==> src/rtl/ahf_mem_arb_pkg.sv <==
// Shared types for the mRISC521 memory arbiter: requester ownership,
// arbitration state and the read-tag record carried alongside each read.
package ahf_mem_arb_pkg;

  localparam int DEF_AW = 8;
  localparam int DEF_DW = 16;

  typedef enum logic {
    OWN_IF = 1'b0,
    OWN_DM = 1'b1
  } owner_e;

  typedef enum logic {
    DM_PRI   = 1'b0,
    IF_FORCE = 1'b1
  } arb_state_e;

  typedef struct packed {
    logic   valid;
    owner_e owner;
  } rtag_t;

endpackage

==> src/rtl/ahf_rtag_pipe.sv <==
// Delay line of read tags matching the memory read latency; the output stage
// tells the arbiter which requester owns the word on mem_rdata this cycle.
module ahf_rtag_pipe
  import ahf_mem_arb_pkg::*;
#(
  parameter int MEM_LAT = 1
) (
  input  logic clk,
  input  logic rst,
  input  logic in_vld,
  input  logic in_dm,
  output logic out_vld,
  output logic out_dm,
  output logic busy
);

  rtag_t tag_p [MEM_LAT];

  always_ff @(posedge clk or posedge rst) begin
    if (rst) begin
      for (int i = 0; i < MEM_LAT; i++) tag_p[i] <= '0;
    end else begin
      tag_p[0] <= '{valid: in_vld, owner: (in_dm ? OWN_DM : OWN_IF)};
      for (int i = 1; i < MEM_LAT; i++) tag_p[i] <= tag_p[i-1];
    end
  end

  always_comb begin
    busy = 1'b0;
    for (int i = 0; i < MEM_LAT; i++) busy = busy | tag_p[i].valid;
  end

  assign out_vld = tag_p[MEM_LAT-1].valid;
  assign out_dm  = (tag_p[MEM_LAT-1].owner == OWN_DM);

endmodule

==> src/rtl/ahf_mem_arb.sv <==
// Single-port memory arbiter between instruction fetch and data load/store:
// data has priority, a starvation counter forces fetch progress.
module ahf_mem_arb
  import ahf_mem_arb_pkg::*;
#(
  parameter int AW         = DEF_AW,
  parameter int DW         = DEF_DW,
  parameter int MEM_LAT    = 1,
  parameter int STARVE_MAX = 3
) (
  input  logic          CLOCK_50,
  input  logic          Reset,
  input  logic          if_req,
  input  logic [AW-1:0] if_addr,
  output logic          if_gnt,
  output logic          if_rvalid,
  output logic [DW-1:0] if_rdata,
  input  logic          dm_req,
  input  logic          dm_we,
  input  logic [AW-1:0] dm_addr,
  input  logic [DW-1:0] dm_wdata,
  output logic          dm_gnt,
  output logic          dm_rvalid,
  output logic [DW-1:0] dm_rdata,
  output logic          mem_en,
  output logic          mem_we,
  output logic [AW-1:0] mem_addr,
  output logic [DW-1:0] mem_wdata,
  input  logic [DW-1:0] mem_rdata,
  output logic          busy
);

  localparam int CW = (STARVE_MAX < 1) ? 1 : $clog2(STARVE_MAX + 1);
  localparam logic [CW-1:0] STARVE_LIM = CW'(STARVE_MAX);

  function automatic logic [CW-1:0] sat_inc(input logic [CW-1:0] v);
    return (v >= STARVE_LIM) ? STARVE_LIM : v + CW'(1);
  endfunction

  arb_state_e    state_q, state_d;
  logic [CW-1:0] starve_cnt;
  logic          grant_if, grant_dm;
  logic [AW-1:0] addr_q;
  logic [DW-1:0] wdata_q;
  logic [DW-1:0] if_rdata_q, dm_rdata_q;
  logic          tag_vld, tag_dm;

  // Grants are suppressed while Reset is held so requesters see no handshake.
  always_comb begin
    grant_if = 1'b0;
    grant_dm = 1'b0;
    state_d  = state_q;
    if (!Reset) begin
      if (state_q == IF_FORCE) begin
        grant_if = if_req;
        grant_dm = dm_req & ~if_req;
      end else begin
        grant_dm = dm_req;
        grant_if = if_req & ~dm_req;
      end
    end
    case (state_q)
      DM_PRI:   if (starve_cnt == STARVE_LIM && !grant_if) state_d = IF_FORCE;
      IF_FORCE: if (grant_if) state_d = DM_PRI;
      default:  state_d = DM_PRI;
    endcase
  end

  assign if_gnt    = grant_if;
  assign dm_gnt    = grant_dm;
  assign mem_en    = grant_if | grant_dm;
  assign mem_we    = grant_dm & dm_we;
  assign mem_addr  = grant_dm ? dm_addr : (grant_if ? if_addr : addr_q);
  assign mem_wdata = grant_dm ? dm_wdata : wdata_q;

  always_ff @(posedge CLOCK_50 or posedge Reset) begin
    if (Reset) begin
      state_q    <= DM_PRI;
      starve_cnt <= '0;
    end else begin
      state_q <= state_d;
      if (if_req && !grant_if) starve_cnt <= sat_inc(starve_cnt);
      else                     starve_cnt <= '0;
    end
  end

  // Hold registers keep the bus and the non-owner read data stable when idle.
  always_ff @(posedge CLOCK_50 or posedge Reset) begin
    if (Reset) begin
      addr_q     <= '0;
      wdata_q    <= '0;
      if_rdata_q <= '0;
      dm_rdata_q <= '0;
    end else begin
      if (mem_en)    addr_q     <= mem_addr;
      if (grant_dm)  wdata_q    <= dm_wdata;
      if (if_rvalid) if_rdata_q <= mem_rdata;
      if (dm_rvalid) dm_rdata_q <= mem_rdata;
    end
  end

  ahf_rtag_pipe #(
    .MEM_LAT (MEM_LAT)
  ) u_rtag_pipe (
    .clk     (CLOCK_50),
    .rst     (Reset),
    .in_vld  (mem_en & ~mem_we),
    .in_dm   (grant_dm),
    .out_vld (tag_vld),
    .out_dm  (tag_dm),
    .busy    (busy)
  );

  // Read return stage: steer the memory word to the tag's owner.
  assign if_rvalid = tag_vld & ~tag_dm;
  assign dm_rvalid = tag_vld & tag_dm;
  assign if_rdata  = if_rvalid ? mem_rdata : if_rdata_q;
  assign dm_rdata  = dm_rvalid ? mem_rdata : dm_rdata_q;

endmodule

==> config.mk <==
export PLATFORM = sky130hd
export DESIGN_NAME = ahf_mem_arb
export DESIGN_NICKNAME = d
export VERILOG_FILES = /design/src/rtl/ahf_mem_arb_pkg.sv /design/src/rtl/ahf_rtag_pipe.sv /design/src/rtl/ahf_mem_arb.sv
export SDC_FILE = /design/constraint.sdc
export NUM_CORES = 1
export LEC_CHECK = 0
export CORE_UTILIZATION = 44
export DETAILED_ROUTE_END_ITERATION = 8
export PLACE_DENSITY_LB_ADDON = 0.1
export SLEW_MARGIN = 20
export SYNTH_ARGS = -nofsm -noshare
export SYNTH_HDL_FRONTEND = slang
export SYNTH_HIERARCHICAL = 1
export SYNTH_SLANG_ARGS = --single-unit
==> constraint.sdc <==
create_clock -name CLOCK_50 -period 7.7 [get_ports CLOCK_50]
set_input_delay 1.54 -clock CLOCK_50 [delete_from_list [all_inputs] [get_ports CLOCK_50]]
set_output_delay 1.54 -clock CLOCK_50 [all_outputs]
set_load 0.02 [all_outputs]
==> impl_results.md, run 1 <==
* Hold Vio Cnt, Final at 0
* Clk pwr share at a little under a quarter
* CTS root buffer: clkbuf_8
* RSZ-0062 raised after global routing: false
* Number of antenna violations at the first check in global routing at 0
* Io pins at about 120
* Leak Pwr at approximately 1.6 nW
* Mean Syn Cell Area at around 15 um2
* Routed Antenna Nets at 0
* R2r startpoint: state_q$_DFF_PP0_
* TritonCTS Buffers at 9
* Clk_lat worst skew at 0.32 ns
* Cts hold-fix bufs at 0
* Cells after synthesis at ~160
* Sequential power share at 39.6%
* Worst-path maximum fanout at 24
* Total clock sinks at between 60 and 70
* Seq cells post-synth at roughly 60
* Most frequent standard cell in the layout excluding fill and tap cells: clkdlybuf4s50_1
* Max IR drop VDD at between 0.00015 and 0.0002 V
* Seq. cell area at 1530 um2
* Internal at a little over 0.0007 W
* Total wire length at 5.08 mm
* Kind of critical path: primary input to output pin
* Vias/cell at around 5.0
* Post-CTS sizing at 0
* Pin count of the biggest net entering global routing at 60
* Reg2reg setup slack at between 5 and 6 ns
* Worst Hold Path Cells at 1
* Slew @ Worst Pin at 0.726 ns
* Cell variety after synth at 19
* Vias in the first global route at about 1700
* Hold_sp: starve_cnt[0]$_DFF_PP0_
* Period utilization at 70.6%
* Total track usage at between 15 and 20%
* Top-area cell type share of the netlist area at 60.9%
* Most frequent cells in the layout: clkdlybuf4s50_1 (115), dfrtp_1 (61), mux2_2 (37), a221o_1 (16)
* Die Y at a little under 80 um
* Slew Viols, Final at 0
* Routed wirelength normalized by instance count at between 10 and 15 um
* Crit path DAT at slightly below 4 ns
* Outcome: complete, no violations
* Placed cell area at ~3700 um2
* Die width at just under 80 um
* Top cells by area, synth: dfrtp_1 (61%), mux2_2 (17%), mux2_4 (6.6%), a221o_1 (6.4%), and2_1 (2.2%)
* Yosys top cell by area: dfrtp_1
* CTS tree: done
* Post-DP HPWL at ~3.6 mm
* Global-route wire length before repair at between 8 and 9 mm
* Starting Density at between 40% and 50%
* Buffers on Ports at roughly 120
* R2R depth at 4
* CP Capture Type: output pin
* Reg2reg end: wdata_q[2]$_DFF_PP0_
* Sw Ratio at approximately 29%
* Nets at 335
* Synth Cell Area at approximately 2500 um2
* DR pass1 iterations at 5
* Number of diodes at 0
* Worst path buffer plus inverter count at 4
* Delay-heaviest family, CP: buffers and inverters
* Bufs on Longest Clock Path at 2
* Setup Viol. Count Final at 0
* Row count at 27
* DRT iter0 DRCs at 70
* Grt total ovfl at 0
* Comb pwr share at between 30% and 40%
* Final RePlAce weighted congestion at roughly 0.71
* Die ar. at 6000 um2
* Critical Path RT at approximately 6.2 ns
* Crit path time final at ~5.4 ns
* DRC viols at 0
* # fillers at just under 400
* CP cell instances: clkdlybuf4s50_1, inv_2, and3_2, buf_4, mux2_4, clkdlybuf4s50_1
* Sw Pwr at ~0.0003 W
* HP Class: flop to flop
* Max_slew headroom at between 50% and 60%
* Worst hold margin at 0.481 ns
* Achievable Freq at around 0.18 GHz
* H-tree depth at 3
* Slowest cell delay on critical path at 0.57 ns
* Design Area, Final at slightly below 4000 um2
* Total core area at between 5000 and 6000 um2
* Setup TNS at 0 ns
* Max-cap violations at 0
* Sequential cell area fraction in the yosys report at approximately three fifths
* Multi-input gate area at 886 um2
* Layout area overhead at 54.1%
* Slowest CP cell: and3_2
* Share of cells above drive strength 1 at between 20% and 30%
* Post-CTS Setup Inserts at 0
* Synthesized net count at 215
* Worst-path clk slew at roughly 0.06 ns
* Vias at roughly 1800
* Power per cell area at between 200 and 300 nW/um2
* Most frequent CP cell: clkdlybuf4s50_1
* CP startpoint kind: primary input
* Worst Hold End: starve_cnt[0]$_DFF_PP0_
* Clock Skew at approximately 0.0054 ns
* Synth warnings at 6
* Overall Power at slightly above 0.001 W
-- Yosys cell counts --
cell,instances
mux2_2,37
nand2_1,2
buf_4,2
nor2b_1,1
mux2_4,11
nor3b_4,1
inv_1,4
o21ai_0,1
buf_6,4
a21oi_1,3
dfrtp_1,61
buf_2,3
nor2_1,3
a221o_1,16
and3_1,1
o21bai_1,1
and2_1,9
inv_2,1
nor2b_2,1
-- state kept, by name (all words and copies together), names as in the netlist --
register / cells
if_rdata_q: 16
starve_cnt: 2
u_rtag_pipe/out_dm: 1
dm_rdata_q: 16
wdata_q: 16
u_rtag_pipe/busy: 1
addr_q: 8
state_q: 1
-- power groups by stage --
stage	sequential [W]	clock [W]	combinational, W
after floorplan	0.000402	0	0.000207
after global placement	0.000405	0	0.000374
after detailed placement	0.000408	0	0.000376
after CTS	0.000402	0.000246	0.000378
after global routing	0.000409	0.000260	0.000396
final	0.000401	0.000239	0.000373
-- per-layer routing --
| layer | track usage (%) | routed length, um |
|---|---|---|
| met1 | 24.3 | 2250 |
| met2 | 28.0 | 2380 |
| met3 | 6.00 | 375 |
| met4 | 8.49 | 77 |
| met5 | 0 | 0 |
-- cell families (layout without fill, tap and decap cells) --
logic type | count (synthesis) | count (layout) | synth area share, %
flops | 61 | 61 | 60.9
mux | 48 | 48 | 23.2
compound gates | 21 | 21 | 7.49
simple gates | 18 | 18 | 4.60
buf+inv | 14 | 137 | 3.75
-- layout make-up --
type / instances / area share (%)
clock buffer: 12 / 4.02
clock inverter: 2 / 0.259
inverter: 5 / 0.486
multi-input combinational: 87 / 22.9
sequential: 61 / 39.5
tap: 72 / 2.33
timing repair buffer: 118 / 30.4
-- stage by stage --
step / util, % / setup WS, ns / instances
4_1_cts: 70.1 / 1.85 / 357
5_1_grt: 70.1 / 2.15 / 357
3_3_place_gp: 67.1 / 1.89 / 343
2_1_floorplan: - / 3.00 / 162
3_5_place_dp: 67.1 / 1.86 / 343
6_report: 70.1 / 2.26 / 357
-- worst max path at each step --
stage,start,end,depth (start not counted),slack [ns]
global placement,Reset,mem_wdata[2],6,1.89
floorplan,Reset,mem_wdata[0],5,3.00
finish,Reset,mem_wdata[2],6,2.26
global route,Reset,mem_wdata[2],6,2.15
detailed placement,Reset,mem_wdata[2],6,1.86
CTS,Reset,mem_wdata[2],6,1.85
Note: power is estimated with default switching activity, not from simulation.
==> inputs of run 2 (changes only) <==
CORE_UTILIZATION = 41   (was 44)
clock period = 5.4 ns   (was 7.7 ns; I/O delays follow)
==> impl_results.md, run 2 (same netlist as run 1, synthesis figures left out) <==
* Post-DP HPWL at 3.70 mm (+2.9%)
* CTS root buffer: clkbuf_8
* CP startpoint kind: primary input
* Routed wirelength normalized by instance count at 14.7 um (+3.4%)
* Die ar. at 6430 um2 (+7.1%)
* Slew @ Worst Pin at 0.742 ns (+0.0159 ns)
* Setup Viol. Count Final at 0 (unchanged)
* Buffers on Ports at 115 (unchanged)
* Achievable Freq at approximately 0.24 GHz
* Non-Filler Instances at 363 (+1.7%)
* Cts hold-fix bufs at 0 (unchanged)
* Number of antenna violations at the first check in global routing at 0 (unchanged)
* RSZ-0062 raised after global routing: false
* Worst-path clk slew at 0.06 ns (about the same)
* Max IR drop VDD at 0.000241 V (+56%)
* DRC viols at 1 (+1)
* Post-CTS Setup Inserts at 0 (unchanged)
* Clk_lat worst skew at 0.33 ns (about the same)
* Total core area at 5920 um2 (+7.5%)
* Number of diodes at 0 (unchanged)
* Final RePlAce weighted congestion at 0.684 (-4.1%)
* Critical Path RT at 4.32 ns (-1.84 ns)
* Period utilization at approximately 79%
* Die width at 80.2 um (+3.5%)
* Worst-path maximum fanout at 18 (-25%)
* Total track usage at 18.6% (+0.083 points)
* TritonCTS Buffers at 9 (unchanged)
* Max-cap violations at 0 (unchanged)
* Most frequent cells in the layout: clkdlybuf4s50_1 (115), dfrtp_1 (61), mux2_2 (37), a221o_1 (16), mux2_4 (11)
* Outcome: finished with violations
* Vias/cell at 4.86 (-2.5%)
* Leak Pwr at 1.66 nW (+0.84%)
* Share of cells above drive strength 1 at 24.0% (+0.099 points)
* Slew Viols, Final at 0 (unchanged)
* Clock Skew at 0.00588 ns (+0.000524 ns)
* Vias in the first global route at 1802 (+3.8%)
* Biggest regs: dm_rdata_q (16), if_rdata_q (16), wdata_q (16)
* CP Capture Type: output pin
* Crit path DAT at 3.16 ns (-0.74 ns)
* Failing checks: design-rule violations
* Crit path time final at ~4.2 ns
* Die Y at 80.2 um (+3.5%)
* DR pass1 iterations at 6 (+1)
* Post-CTS sizing at 0 (unchanged)
* H-tree depth at 3 (unchanged)
* Total clock sinks at 61 (unchanged)
* Power per cell area at 384 nW/um2 (+46%)
* Pin count of the biggest net entering global routing at 60 (unchanged)
* # fillers at 476 (+21%)
* Max_slew headroom at 50.4% (-1.1 points)
* Placed insts at 347 (+1.2%)
* Starting Density at 42.3% (-3.2 points)
* Nets at 336 (+0.30%)
* Setup TNS at 0 ns (unchanged)
* Total wire length at 5.34 mm (+5.2%)
* Vias at 1765 (-0.90%)
* HP Class: flop to flop
* DRT iter0 DRCs at 56 (-20%)
* Kind of critical path: primary input to output pin
* Most frequent standard cell in the layout excluding fill and tap cells: clkdlybuf4s50_1
* Hold Vio Cnt, Final at 0 (unchanged)
* Io pins at 116 (unchanged)
* Grt total ovfl at 0 (unchanged)
* Routed Antenna Nets at 0 (unchanged)
* Layout area overhead at 55.6%
* Bufs on Longest Clock Path at 2 (unchanged)
* CTS tree: done
* Row count at 28 (+3.7%)
* Global-route wire length before repair at 8.80 mm (+5.0%)
-- run 2: cell types whose count changed in the layout (fill, tap and decap cells not counted) --
cell,previous run,this run
clkbuf_8,11,10
and3_2,1,0
clkinvlp_4,0,1
bufinv_16,0,1
clkbuf_1,1,2
buf_4,3,4
and3_1,0,1
-- run 2: worst max-delay path, stage by stage --
cell and delay [ns]:
clkdlybuf4s50_1 0.43, nor2b_2 0.18, nor3b_4 0.59, a221o_1 0.27
clkdlybuf4s50_1 0.60
-- run 2: through the flow --
stage	setup slack [ns]	util [%]	area, um2	hold slack, ns	power (W)
3_3_place_gp	1.18	62.6	3700	0.459	0.00111
3_5_place_dp	1.15	62.6	3700	0.471	0.00112
5_1_grt	0.997	65.8	3900	0.508	0.00158
4_1_cts	1.16	65.8	3900	0.483	0.00152
6_report	1.16	65.8	3900	0.478	0.00150
2_1_floorplan	1.62	-	2500	0.442	0.000869
-- run 2: worst paths after layout --
check / start / to / slack, ns / cells past startpoint
min in group asynchronous: Reset / u_rtag_pipe/out_dm$_DFF_PP0_ / 1.07 / 2
max in group asynchronous: Reset / dm_rdata_q[7]$_DFF_PP0_ / 3.47 / 3
max: dm_req / mem_addr[7] / 1.16 / 5
min reg2reg: starve_cnt[0]$_DFF_PP0_ / starve_cnt[0]$_DFF_PP0_ / 0.48 / 1
max reg2reg: u_rtag_pipe/busy$_DFF_PP0_ / dm_rdata_q[11]$_DFF_PP0_ / 3.91 / 2
min: starve_cnt[0]$_DFF_PP0_ / starve_cnt[0]$_DFF_PP0_ / 0.48 / 1
-- run 2: layout make-up --
class                   count  area [um2]  area share, %
clock buffers              12         145           3.72
clock inverters             4        47.5           1.22
inverters                   5        18.8          0.482
multi-input cells          87         885           22.7
flip-flops and latches     61        1530           39.2
well taps                  75        93.8           2.41
repair buffers            119        1180           30.3
-- run 2: per-layer routing --
layer | up-vias | part of all wire [%] | track usage (%)
met3 | 7 | 10 | 8.18
met1 | 854 | 44 | 25.1
met2 | 77 | 45 | 25.7
li1 | 827 | - | -
met5 | - | 0 | 0
met4 | 0 | 1.3 | 8.04
-- run 2: where the power goes --
part / total [W] / internal [W] / leakage, nW / switching (W)
registers: 0.000572 / 0.000549 / 0.725 / 0.0000234
clock network: 0.000393 / 0.000224 / 0.0964 / 0.000168
logic: 0.000532 / 0.000287 / 0.834 / 0.000245
==> inputs of run 3 (changes only) <==
CORE_UTILIZATION = 37   (was 41)
clock period = 3.7 ns   (was 5.4 ns; I/O delays follow)
==> impl_results.md, run 3 (same netlist as run 1, synthesis figures left out) <==
* Die ar. at 7100 um2 (+11%)
* Setup TNS at 0 ns (unchanged)
* Slew @ Worst Pin at 0.751 ns (+0.00886 ns)
* Most frequent cells in the layout: clkdlybuf4s50_1 (115), dfrtp_1 (61), mux2_2 (37), a221o_1 (16), mux2_4 (11)
* Buffers on Ports at 115 (unchanged)
* DR pass1 iterations at 6 (unchanged)
* Nets at 337 (+0.30%)
* Slowest cell delay on critical path at 0.54 ns (-0.06 ns)
* Max IR drop VDD at 0.000241 V (+0.15%)
* Hold Vio Cnt, Final at 0 (unchanged)
* Most frequent CP cell: clkdlybuf4s50_1
* Setup Viol. Count Final at 0 (unchanged)
* Max-cap violations at 0 (unchanged)
* Post-DP HPWL at 3.86 mm (+4.3%)
* CP Capture Type: output pin
* Critical Path RT at 2.96 ns (-1.36 ns)
* Max_slew headroom at 49.9% (-0.47 points)
* Bufs on Longest Clock Path at 2 (unchanged)
* Power per cell area at 560 nW/um2 (+46%)
* Post-CTS sizing at 0 (unchanged)
* Critical Path Source: Reset
* Biggest regs: dm_rdata_q (16), if_rdata_q (16), wdata_q (16)
* CP startpoint kind: primary input
* CTS root buffer: clkbuf_8
* H-tree depth at 3 (unchanged)
* Total track usage at 16.7% (-1.9 points)
* Global-route wire length before repair at 9.02 mm (+2.4%)
* Routed wirelength normalized by instance count at 15.1 um (+2.6%)
* Starting Density at 38.8% (-3.5 points)
* Crit path DAT at 2.72 ns (-0.44 ns)
* Crit path time final at about 3.5 ns
* CTS tree: done
* Die Y at 84.3 um (+5.1%)
* Total clock sinks at 61 (unchanged)
* Post-place setup slack at 0.241 ns (-0.909 ns)
* Leak Pwr at 1.66 nW (+0.32%)
* Kind of critical path: primary input to output pin
* RSZ-0062 raised after global routing: false
* R2r startpoint: u_rtag_pipe/busy$_DFF_PP0_
* Worst hold margin at 0.473 ns (-0.00543 ns)
* Io pins at 116 (unchanged)
* Routed Antenna Nets at 0 (unchanged)
* Clock Skew at 0.00504 ns (-0.000838 ns)
* Number of antenna violations at the first check in global routing at 0 (unchanged)
* Final design utilization at 60.5% (-5.3 points)
* Pin count of the biggest net entering global routing at 60 (unchanged)
* Placed cell area at 3710 um2 (+0.27%)
* Vias in the first global route at 1855 (+2.9%)
* Total core area at 6460 um2 (+9.1%)
* Achievable Freq at approximately 0.29 GHz
* Vias at 1765 (unchanged)
* DRT iter0 DRCs at 75 (+34%)
* Final RePlAce weighted congestion at 0.671 (-1.9%)
* CP cell instances: clkdlybuf4s50_1, inv_2, and3_1, buf_4, mux2_2, clkdlybuf4s50_1
* Vias/cell at 4.82 (-0.82%)
* Grt total ovfl at 0 (unchanged)
* Share of cells above drive strength 1 at 24.2% (+0.26 points)
* Clk_lat worst skew at 0.32 ns (about the same)
* Post-CTS Setup Inserts at 0 (unchanged)
* Number of diodes at 0 (unchanged)
* Worst-path maximum fanout at 15 (-3)
* TritonCTS Buffers at 9 (unchanged)
* HP Class: flop to flop
* Failing checks: design-rule violations
* Worst-path clk slew at 0.06 ns (about the same)
* Hold_sp: starve_cnt[0]$_DFF_PP0_
* # fillers at 532 (+12%)
* Most frequent standard cell in the layout excluding fill and tap cells: clkdlybuf4s50_1
* Final worst slack at 0.243 ns (-0.914 ns)
* Period utilization at 93.4%
* Slew Viols, Final at 0 (unchanged)
* Outcome: finished with violations
* Row count at 29 (+3.6%)
* Total wire length at 5.53 mm (+3.5%)
* DRC viols at 12 (+11)
* Slowest CP cell: clkdlybuf4s50_1
* Design Area, Final at 3910 um2 (+0.26%)
* Layout area overhead at 56.0%
* Die width at 84.3 um (+5.1%)
* Cts hold-fix bufs at 0 (unchanged)
==> run 3: cell type report <==
class / instances / area [um2] / area share, %
multi-input cells: 87 / 885 / 22.6
clock buffers: 12 / 145 / 3.71
well taps: 77 / 96.3 / 2.47
inverters: 5 / 18.8 / 0.480
clock inverters: 4 / 47.5 / 1.22
flip-flops and latches: 61 / 1530 / 39.1
repair buffers: 120 / 1190 / 30.4
==> run 3: worst paths after layout <==
check                                             endpoint  slack, ns  depth (start not counted)
worst max-delay path                          mem_wdata[4]       0.24                          6
worst min-delay path               starve_cnt[0]$_DFF_PP0_       0.47                          1
worst max register to register     dm_rdata_q[1]$_DFF_PP0_       2.21                          2
worst min register to register     starve_cnt[0]$_DFF_PP0_       0.47                          1
max in group asynchronous          dm_rdata_q[1]$_DFF_PP0_       2.09                          3
min in group asynchronous       u_rtag_pipe/busy$_DFF_PP0_       0.74                          2
==> run 3: routing by layer <==
layer	vias to the layer above	GRT usage (%)	routed length (um)	part of all wire (%)
li1	829	-	-	-
met1	857	20.7	2400	43
met2	73	26.0	2570	47
met3	6	6.39	503	9.1
met4	0	7.52	51	0.92
met5	-	0	0	0
==> run 3: power breakdown <==
part / internal (W) / switching, W / total (W)
Clock: 0.000328 / 0.000243 / 0.000571
Sequential: 0.000801 / 0.0000347 / 0.000836
Combinational: 0.000420 / 0.000360 / 0.000780
Total: 0.00155 / 0.000638 / 0.00219
==> run 3: per-stage QoR <==
step / total power [W] / instances
finish: 0.00219 / 366
global route: 0.00230 / 366
global placement: 0.00162 / 350
detailed placement: 0.00163 / 350
CTS: 0.00222 / 366
floorplan: 0.00127 / 162
==> run 3: critical path, delay by kind of cell <==
family                 cells  cell delay [ns]
AND/OR/NAND/NOR            1             0.16
multiplexers               1             0.39
buffers and inverters      4             1.42
